===== src/rtl/amp_drive_mc.sv =====
// ---------------------------------------------------------------------------
// amp_drive_mc : multi-channel feed-forward amplifier DAC drive stage.
//
// Each channel's drive word is latency-aligned by a programmable delay,
// gated to a processing window inside the store strobe, mode-selected
// (sample / constant / baseline-removed / zero), scaled to DAC width with
// saturation, and decimated into DAC words plus a DAC clock enable.
//
// Ports:
//   clk, rst_n          system clock, asynchronous active-low reset
//   store_strb          pulse window from the trigger logic
//   feedfwd_en          global output enable (2-flop synchronised inside)
//   use_strobes         1 = apply gate window, 0 = whole strobe is active
//   start_proc/end_proc gate window bounds in delayed-strobe cycles
//   ldelay              latency delay, captured at the strobe rising edge
//   op_mode             0 sample, 1 constant, 2 baseline-removed, 3 zero
//   const_dac_val       per-channel constant, channel c at [c*OW +: OW]
//   din                 per-channel samples, channel c at [c*DW +: DW]
//   dac_clk_phase       inverts the dac_en phase while running
//   oflow_clr           clears the sticky saturation flags
//   dout, dac_en        registered DAC words and DAC clock enable
//   oflow_detect        sticky per-channel saturation flags
//   busy                output FSM is not IDLE
// ---------------------------------------------------------------------------
module amp_drive_mc #(
    parameter int NCH   = 2,
    parameter int DW    = 16,
    parameter int OW    = 13,
    parameter int DEPTH = 32,
    parameter int CW    = 10,
    parameter int DEC   = 2,
    localparam int LW   = $clog2(DEPTH)
) (
    input  logic              clk,
    input  logic              rst_n,
    input  logic              store_strb,
    input  logic              feedfwd_en,
    input  logic              use_strobes,
    input  logic [CW-1:0]     start_proc,
    input  logic [CW-1:0]     end_proc,
    input  logic [LW-1:0]     ldelay,
    input  logic [1:0]        op_mode,
    input  logic [NCH*OW-1:0] const_dac_val,
    input  logic [NCH*DW-1:0] din,
    input  logic              dac_clk_phase,
    input  logic              oflow_clr,
    output logic [NCH*OW-1:0] dout,
    output logic              dac_en,
    output logic [NCH-1:0]    oflow_detect,
    output logic              busy
);

    localparam int SH  = DW - OW;
    localparam int DCW = $clog2(DEC);
    localparam logic [DCW-1:0] DEC_LAST = DCW'(DEC - 1);
    localparam logic [DCW-1:0] DEC_HALF = DCW'(DEC / 2);
    localparam logic signed [DW:0] SAT_HI = {{(DW+2-OW){1'b0}}, {(OW-1){1'b1}}};
    localparam logic signed [DW:0] SAT_LO = {{(DW+2-OW){1'b1}}, {(OW-1){1'b0}}};

    typedef enum logic [1:0] {IDLE, RUN, CLEAR} state_t;

    // Constant is sign-extended to the stage-1 width and lifted to input scale.
    function automatic logic signed [DW:0] stage1_sel(input logic [1:0] mode,
                                                      input logic signed [DW-1:0] smp,
                                                      input logic signed [DW-1:0] bl,
                                                      input logic signed [OW-1:0] cv);
        logic signed [DW:0] cext;
        cext = {{(DW+1-OW){cv[OW-1]}}, cv};
        case (mode)
            2'd0:    stage1_sel = {smp[DW-1], smp};
            2'd1:    stage1_sel = cext <<< SH;
            2'd2:    stage1_sel = {smp[DW-1], smp} - {bl[DW-1], bl};
            default: stage1_sel = '0;
        endcase
    endfunction

    // Returns {clipped, word}.
    function automatic logic [OW:0] scale_sat(input logic signed [DW:0] v);
        logic signed [DW:0] sh;
        sh = v >>> SH;
        if (sh > SAT_HI)      scale_sat = {1'b1, 1'b0, {(OW-1){1'b1}}};
        else if (sh < SAT_LO) scale_sat = {1'b1, 1'b1, {(OW-1){1'b0}}};
        else                  scale_sat = {1'b0, sh[OW-1:0]};
    endfunction

    // ---------------- latency delay ----------------
    logic              strb_prev, armed, strb_rise, strb_in, strb_d;
    logic [LW-1:0]     ldelay_q, dly, wp, rp;
    logic [DEPTH-1:0]  strb_hist;
    logic [NCH*DW-1:0] din_mem [DEPTH];
    logic [NCH*DW-1:0] din_d_flat;

    // A strobe already high when reset releases is not a rising edge; it is
    // masked until the next genuine rise re-arms the path.
    assign strb_rise = store_strb & ~strb_prev;
    assign strb_in   = store_strb & (armed | strb_rise);
    // The rising-edge cycle already uses the newly captured delay.
    assign dly        = strb_rise ? ldelay : ldelay_q;
    assign rp         = wp - dly;
    assign strb_d     = (dly == '0) ? strb_in : strb_hist[rp];
    assign din_d_flat = (dly == '0) ? din : din_mem[rp];

    always_ff @(posedge clk or negedge rst_n) begin
        if (!rst_n) begin
            strb_prev <= 1'b1;
            armed     <= 1'b0;
            ldelay_q  <= '0;
            wp        <= '0;
            strb_hist <= '0;
        end else begin
            // NOTE: sequential state uses non-blocking assignments so every register samples pre-edge values.
            strb_prev <= store_strb;
            if (strb_rise) begin
                armed    <= 1'b1;
                ldelay_q <= ldelay;
            end else if (!store_strb) begin
                armed <= 1'b0;
            end
            wp            <= wp + 1'b1;
            strb_hist[wp] <= strb_in;
        end
    end

    // NOTE: sample storage has no reset; only the strobe history must be clean after reset.
    always_ff @(posedge clk) begin
        din_mem[wp] <= din;
    end

    // ---------------- gate counter ----------------
    logic [CW-1:0] cnt;
    logic          gate, act;

    assign gate = strb_d & (cnt >= start_proc) & (cnt < end_proc);
    assign act  = use_strobes ? gate : strb_d;

    always_ff @(posedge clk or negedge rst_n) begin
        if (!rst_n)          cnt <= '0;
        else if (!strb_d)    cnt <= '0;
        else if (cnt != '1)  cnt <= cnt + 1'b1;
    end

    // ---------------- baseline, stage 1, stage 2 ----------------
    logic signed [DW-1:0] din_d   [NCH];
    logic signed [OW-1:0] cval    [NCH];
    logic signed [DW-1:0] base    [NCH];
    logic signed [DW:0]   sel_nxt [NCH];
    logic signed [DW:0]   sel_q   [NCH];
    logic [OW-1:0]        scl_nxt [NCH];
    logic [OW-1:0]        scl_q   [NCH];
    logic [NCH-1:0]       clip;
    logic [NCH*OW-1:0]    scl_flat;
    logic                 base_vld;

    always_comb begin
        // NOTE: every combinational output gets a default first so no latch is inferred.
        clip     = '0;
        scl_flat = '0;
        for (int c = 0; c < NCH; c++) begin
            din_d[c] = din_d_flat[c*DW +: DW];
            cval[c]  = const_dac_val[c*OW +: OW];
            // Before the baseline register loads, the current sample is the baseline.
            sel_nxt[c] = act ? stage1_sel(op_mode, din_d[c],
                                          base_vld ? base[c] : din_d[c], cval[c]) : '0;
            {clip[c], scl_nxt[c]} = scale_sat(sel_q[c]);
            scl_flat[c*OW +: OW]  = scl_q[c];
        end
    end

    always_ff @(posedge clk or negedge rst_n) begin
        if (!rst_n) begin
            base_vld     <= 1'b0;
            oflow_detect <= '0;
            for (int c = 0; c < NCH; c++) begin
                base[c]  <= '0;
                sel_q[c] <= '0;
                scl_q[c] <= '0;
            end
        end else begin
            if (!strb_d)  base_vld <= 1'b0;
            else if (act) base_vld <= 1'b1;
            for (int c = 0; c < NCH; c++) begin
                if (act && !base_vld) base[c] <= din_d[c];
                sel_q[c] <= sel_nxt[c];
                scl_q[c] <= scl_nxt[c];
            end
            // A new clip in the clearing cycle keeps its flag.
            oflow_detect <= (oflow_detect & ~{NCH{oflow_clr}}) | clip;
        end
    end

    // ---------------- output FSM ----------------
    logic              strb_p1, strb_p, fen_s1, fen;
    state_t            state_q, state_nxt;
    logic [DCW-1:0]    dec_q, dec_nxt;
    logic [NCH*OW-1:0] dout_nxt;
    logic              dac_en_nxt;

    always_ff @(posedge clk or negedge rst_n) begin
        if (!rst_n) begin
            strb_p1 <= 1'b0;
            strb_p  <= 1'b0;
            fen_s1  <= 1'b0;
            fen     <= 1'b0;
            state_q <= IDLE;
            dec_q   <= '0;
            dout    <= '0;
            dac_en  <= 1'b0;
        end else begin
            strb_p1 <= strb_d;
            strb_p  <= strb_p1;
            fen_s1  <= feedfwd_en;
            fen     <= fen_s1;
            state_q <= state_nxt;
            dec_q   <= dec_nxt;
            dout    <= dout_nxt;
            dac_en  <= dac_en_nxt;
        end
    end

    always_comb begin
        state_nxt = state_q;
        dec_nxt   = '0;
        case (state_q)
            IDLE:  if (strb_p && fen) state_nxt = RUN;
            RUN: begin
                if (!fen)         state_nxt = IDLE;
                else if (!strb_p) state_nxt = CLEAR;
                else              dec_nxt = (dec_q == DEC_LAST) ? '0 : dec_q + 1'b1;
            end
            CLEAR: state_nxt = (strb_p && fen) ? RUN : IDLE;
            default: state_nxt = IDLE;
        endcase
    end

    // Outputs are registered from the next state so the first RUN cycle
    // already presents the stage-2 word.
    always_comb begin
        dout_nxt   = dout;
        dac_en_nxt = 1'b0;
        case (state_nxt)
            RUN: begin
                if (dec_nxt == '0) dout_nxt = scl_flat;
                dac_en_nxt = (dec_nxt >= DEC_HALF) ^ dac_clk_phase;
            end
            CLEAR: begin
                dout_nxt   = '0;
                dac_en_nxt = 1'b1;
            end
            default: dout_nxt = '0;
        endcase
    end

    assign busy = (state_q != IDLE);

endmodule

===== config.mk =====
export PLATFORM = sky130hd
export DESIGN_NAME = amp_drive_mc
export DESIGN_NICKNAME = d
export VERILOG_FILES = /design/src/rtl/amp_drive_mc.sv
export SDC_FILE = /design/constraint.sdc
export NUM_CORES = 1
export LEC_CHECK = 0
export BUFFER_PORTS_ARGS = -buffer_cell sky130_fd_sc_hd__buf_2
export CAP_MARGIN = 10
export CORE_ASPECT_RATIO = 1.25
export CORE_MARGIN = 2
export CORE_UTILIZATION = 60
export DETAILED_ROUTE_END_ITERATION = 8
export PLACE_DENSITY = 0.77
export SYNTH_ARGS = -nofsm -noshare
export SYNTH_HDL_FRONTEND = slang
export SYNTH_SLANG_ARGS = --single-unit

===== constraint.sdc =====
create_clock -name clk -period 7.5 [get_ports clk]
set_input_delay 1.5 -clock clk [delete_from_list [all_inputs] [get_ports clk]]
set_output_delay 1.5 -clock clk [all_outputs]
set_load 0.01 [all_outputs]

==> results of run 1 <==
## state kept, by name, summed over array words and instances (netlist names), 2 cells and up, named ones only
register,cells
strb_hist,32
dout,26
base,32
din_mem,1024
oflow_detect,2
scl_flat,26
ldelay_q,4
state_q,2
sel_q,28
wp,5
cnt,10
## critical path: stages
cell,delay (ps)
buf_2,140
nor2b_1,210
nand2_1,90
nand2_1,130
ha_4,150
inv_1,50
fa_4,960
buf_4,420
mux4_2,570
mux2i_1,210
mux2i_1,120
mux4_2,480
mux2_2,410
mux2i_1,200
ha_1,290
a21oi_1,200
inv_1,90
a311oi_1,460
o2111a_1,320
o41ai_2,110
nand3_1,130
mux2i_1,80
a311oi_1,300
## where the power goes
| part | internal (W) | switching [W] |
|---|---|---|
| Combinational | 0.00180 | 0.00247 |
| Clock | 0.00325 | 0.00247 |
| Sequential | 0.00745 | 0.000131 |
| Total | 0.0125 | 0.00507 |
## worst max path at each step
stage,slack [ps],cells past startpoint,to,from
3_5_place_dp,-10,23,sel_q[15]$_DFF_PN0_,store_strb
6_report,450,23,sel_q[15]$_DFF_PN0_,store_strb
4_1_cts,610,23,sel_q[15]$_DFF_PN0_,store_strb
2_1_floorplan,30,32,sel_q[15]$_DFF_PN0_,store_strb
3_3_place_gp,40,23,sel_q[13]$_DFF_PN0_,store_strb
5_1_grt,250,23,sel_q[15]$_DFF_PN0_,store_strb
## cells by family after synthesis
| group | synth area share (%) |
|---|---|
| adders and majority gates | 1.59 |
| and+or+nand+nor | 5.68 |
| buffers and inverters | 2.24 |
| DFF | 67.6 |
| xor gates and xnor gates | 0.787 |
| AOI/OAI and AO/OA | 5.94 |
| muxes | 16.1 |
## placed cells by master, fill, tap and decap left out, types with 11 or more instances in the layout
master	netlist	final
ha_1	55	53
mux4_2	247	247
and2_2	0	21
nand3_1	75	75
a21boi_0	31	31
nor3_1	19	19
o211ai_1	15	15
nor2_1	107	105
a31oi_1	30	30
buf_2	71	120
nand2b_1	17	17
maj3_1	12	12
edfxtp_1	1024	1024
o21ai_0	57	57
clkinv_1	3	25
clkinv_2	0	14
xor2_1	16	15
and3_1	28	21
mux2i_1	179	179
a211oi_1	16	16
clkbuf_16	0	109
nand2_1	275	275
o22ai_1	33	33
a21o_1	21	21
buf_4	30	126
clkbuf_1	55	28
inv_1	60	59
nor2b_1	15	15
nand4_1	15	15
dfrtp_1	176	176
bufinv_16	0	16
a21oi_1	102	101
mux2_2	89	89
a311oi_1	14	14
xnor2_1	27	26
and2_1	35	11
## metal layers
layer  GRT usage, %  part of all wire, %  up-vias
li1               -                    -    12812
met1           41.0                   34    15769
met2           54.1                   50     2098
met3           6.38                   11      511
met4           17.0                  5.8        4
met5              0                0.017        -
## per-stage QoR
stage	area (um^2)	hold WS, ps	util [%]	TNS, ps	setup slack (ps)
2_1_floorplan	52000	331	-	0	27.5
3_3_place_gp	54400	336	63.5	0	36.9
3_5_place_dp	54400	339	63.5	-17.5	-12.2
4_1_cts	58100	356	67.7	0	606
5_1_grt	58100	368	67.7	0	254
6_report	58100	353	67.7	0	451
## area by class of cell
| type | instances | area share, % |
|---|---|---|
| antenna | 1 | 0.00431 |
| tap | 1159 | 2.50 |
| clock buffer | 138 | 4.90 |
| inverter | 64 | 0.414 |
| multi-input combinational | 1706 | 27.3 |
| timing repair buffer | 254 | 2.93 |
| sequential | 1201 | 60.6 |
| clock inverter | 66 | 1.39 |
==> results.yml, run 1 <==
route:
  avgRoutedWirePerCell_um: 31.4
  num_vias: 31194
  viasPerCell: 6.80
  ant_nets: 0
  routed_wl_um: 144000
  drc: 0
  drt_iter0_markers: 3864
  dr.pass1.iters: 9
clock_tree:
  cts_tree: "done"
  post_cts_buffers: 0
  post_cts_resized: 0
  cts.sinks: 1201
  cts-root-buf: "clkbuf_16"
  insertion_delay_ps: 710
  cts_inserted_buffers: 108
  hold_buffers: 0
  clk_path_buf_depth: 3
  cts_htree_levels: 3
  cts.clk_slew.worst_paths_ps: 70
power:
  p_leak_nw: 20.6
  power_density_mw_per_mm2: 303
  peakVddDrop_v: 0.000231
  total_power_w: 0.0176
sta:
  worst_pin_slew_ps: 1150
  drv_slew: 0
  clock.fmax_mhz: 142
  finClkSkew_ps: 22.6
  min_period_ps: 7050
  slew_headroom_pct: 23.4
  finalSetupViolCount: 0
  hold_violations: 0
  rsz0062_at_grt: "false"
  timing.final.crit_share_pct: 94.0
final_layout:
  nFillCells: 5437
  layout.cells.non_filler: 4589
  register_area_mm2: 0.0352
  multi_input_area_mm2: 0.0158
  drive_gt1_share_pct: 24.1
  nNetsFinal: 3483
  syn2layout_area_growth_pct: 11.6
yosys:
  yosys_warnings: 0
  synth_area_leaders: "edfxtp_1, mux4_2, dfrtp_1, mux2i_1, nand2_1"
  synth_area_per_cell_um2: 16.5
  synth_cell_types: 98
  synth_top_area_cell: "edfxtp_1"
  synth_top_area_share_pct: 59.1
  yosysSeqAreaShare_pct: 67.6
  synth-edff-count: 1024
  netlist_area_mm2: 0.0520
  synth.most_common_cell: "edfxtp_1"
  synth_cells: 3152
  synth-seq-cells: 1201
  ys_top_cells_by_count: "edfxtp_1, nand2_1, mux4_2"
  synthesis.nets: 3300
  async_reset_ff_share_pct: 14.7
  synth_ff_type: "edfxtp_1"
min_path:
  min_path_type: "reg2reg"
  worstHoldStart: "fen_s1$_DFF_PN0_"
  hold_depth: 0
  worstHoldEndpoint: "fen$_DFF_PN0_"
floorplanning:
  fp.dieH_um: 333
  pin_count: 122
  die_w_um: 267
  rows: 120
  start_util_pct: 60.7
  dieArea_mm2: 0.0891
  core_mm2: 0.0857
global_route:
  grt_start_max_net_pins: 84
  grt_usage_pct: 32.6
  grt_pass1_vias: 31629
  antenna_found_initial: 7
  overflow: 0
  grt_pass1_wl_um: 209000
setup_path:
  cp-start-kind: "input pin"
  cp.required_ps: 8090
  r2r_cells: 22
  cp-end-kind: "register"
  r2r-start: "strb_prev$_DFF_PN1_"
  cp_max_fo: 23
  crit_arrival_ps: 7640
  ff2ff_setup_slack_ps: 890
  criticalPathCategory: "in2reg"
  timing.rr.end: "sel_q[15]$_DFF_PN0_"
placement:
  dp_cells: 4384
  hpwlAfterDp_um: 80200
  place.gp.congestion: 0.977
  io_buffers: 121
job:
  maxCapViolCount: 0
run_status:
  outcome: "complete, no violations"
(Power assumes the default switching activity.)
==> run 2: changes to the inputs <==
--- a/config.mk
+++ b/config.mk
@@ -9,9 +9,8 @@
 export CAP_MARGIN = 10
 export CORE_ASPECT_RATIO = 1.25
 export CORE_MARGIN = 2
-export CORE_UTILIZATION = 60
+export CORE_UTILIZATION = 40
 export DETAILED_ROUTE_END_ITERATION = 8
-export PLACE_DENSITY = 0.77
 export SYNTH_ARGS = -nofsm -noshare
 export SYNTH_HDL_FRONTEND = slang
 export SYNTH_SLANG_ARGS = --single-unit
==> results.yml, run 2 (synthesized netlist as in run 1, its figures left out) <==
run_status:
  outcome: "complete, no violations"
clock_tree:
  cts_tree: "done"
  cts-root-buf: "clkbuf_16"
  insertion_delay_ps: 760
  cts.clk_slew.worst_paths_ps: 70
  cts.sinks: 1201
  clk_path_buf_depth: 3
  post_cts_buffers: 0
  post_cts_resized: 0
  cts_htree_levels: 3
  cts_inserted_buffers: 113
  hold_buffers: 0
final_layout:
  regMostFlops: "din_mem"
  nNetsFinal: 3500
  syn2layout_area_growth_pct: 13.7
  largest_register_ffs: 1024
  layout_commonest_cell: "edfxtp_1"
  fin_util_pct: 45.9
  drive_gt1_share_pct: 24.8
  postLayoutCellArea_mm2: 0.0591
  top_regs: "din_mem (1024), base (32), strb_hist (32)"
  layout_common_cells: "edfxtp_1, nand2_1, mux4_2, mux2i_1, dfrtp_1"
floorplanning:
  dieArea_mm2: 0.133
  pin_count: 122
  rows: 147
  die_w_um: 327
  fp.dieH_um: 407
  core_mm2: 0.129
  start_util_pct: 40.4
global_route:
  antenna_found_initial: 7
  grt_pass1_vias: 30038
  grt_usage_pct: 21.3
  grt_pass1_wl_um: 208000
  overflow: 0
  grt_start_max_net_pins: 106
sta:
  hold_violations: 0
  finalSetupTns_ps: 0
  clock.fmax_mhz: 149
  drv_slew: 0
  timing.final.crit_share_pct: 89.6
  finalSetupViolCount: 0
  min_period_ps: 6720
  slew_headroom_pct: 28.7
  rsz0062_at_grt: "false"
  finClkSkew_ps: 68.5
  worst_pin_slew_ps: 1060
route:
  num_vias: 29781
  viasPerCell: 5.77
  avgRoutedWirePerCell_um: 27.7
  dr.pass1.iters: 5
  drc: 0
  routed_wl_um: 143000
  ant_nets: 0
  drt_iter0_markers: 2750
power:
  sw_frac_of_total_pct: 28.8
  p_sw_w: 0.00510
  total_power_w: 0.0177
  combPwrFrac_pct: 23.7
  power_frac_seq_pct: 42.8
  p_leak_nw: 20.8
  power_density_mw_per_mm2: 299
  peakVddDrop_v: 0.000215
  internal-power_w: 0.0126
  clkPwrFrac_pct: 33.5
setup_path:
  crit_arrival_ps: 7340
  cp_max_fo: 16
  cp-start-kind: "input pin"
  cp-end-kind: "register"
  cp.required_ps: 8120
  criticalPathCategory: "in2reg"
placement:
  hpwlAfterDp_um: 84300
  io_buffers: 121
  place.gp.congestion: 0.878
  dpl_cell_area_mm2: 0.0552
job:
  maxCapViolCount: 0
min_path:
  min_path_type: "reg2reg"
==> run 2: changes by cell type in the layout (fill, tap and decap cells not counted), sizes merged <==
cell      before  now
inv           64   63
clkbuf       139  147
buf          253  265
bufinv        16   14
clkinv        45   51
clkinvlp       5    4
==> run 2: area by class of cell <==
class	instances	area (um^2)
Fill cell	11153	69600
Sequential cell	1201	35200
Multi-Input combinational cell	1706	15800
Clock buffer	146	3040
Tap cell	1713	2140
Timing Repair Buffer	266	1850
Clock inverter	68	833
Inverter	64	240
Antenna cell	1	2.50
==> run 2: path summary, 6_finish.rpt <==
kind | from | to | slack, ps | cells past startpoint
max in group asynchronous | rst_n | cnt[9]$_DFFE_PN0P_ | 5050 | 2
worst max register to register | strb_prev$_DFF_PN1_ | sel_q[31]$_DFF_PN0_ | 1250 | 24
worst max-delay path | store_strb | sel_q[31]$_DFF_PN0_ | 780 | 25
min in group asynchronous | rst_n | armed$_DFFE_PN0P_ | 790 | 1
worst min register to register | strb_p1$_DFF_PN0_ | strb_p$_DFF_PN0_ | 340 | 0
worst min-delay path | strb_p1$_DFF_PN0_ | strb_p$_DFF_PN0_ | 340 | 0
==> run 2: worst max-delay path: stages <==
cell       delay [ps]
buf_2             130
nor2b_1           220
nand2_1            90
nand2_1           120
ha_4              150
inv_1              50
fa_4              550
xnor2_4           180
xnor2_4           780
buf_12            250
mux4_2            300
mux4_2            480
nand2_1            80
a31oi_1           150
mux2i_1           200
ha_1              270
nor2_1            110
nor2_1             50
a311oi_1          320
o211ai_1          200
a2111oi_2         380
buf_4             190
o21ai_1            60
and3_1            160
a311o_1           300
==> run 2: metrics by stage <==
step / setup slack (ps) / instances / hold slack [ps]
floorplan: 27.5 / 3152 / 331
global placement: 34.1 / 4950 / 336
detailed placement: 50.8 / 4950 / 345
CTS: 833 / 5164 / 346
global route: 400 / 5164 / 351
finish: 782 / 5165 / 341
==> run 2: routing by layer <==
layer | up-vias | part of all wire [%] | GRT usage [%]
li1 | 12854 | - | -
met2 | 992 | 51 | 37.2
met1 | 15668 | 40 | 27.1
met3 | 259 | 5.5 | 2.61
met4 | 8 | 3.8 | 8.34
met5 | - | 0.032 | 0
==> run 2: power groups by stage <==
stage	logic, W	clock network [W]	registers [W]
finish	0.00419	0.00593	0.00758
global route	0.00457	0.00628	0.00760
CTS	0.00420	0.00603	0.00758
detailed placement	0.00418	0	0.00772
global placement	0.00417	0	0.00771
floorplan	0.00293	0	0.00769
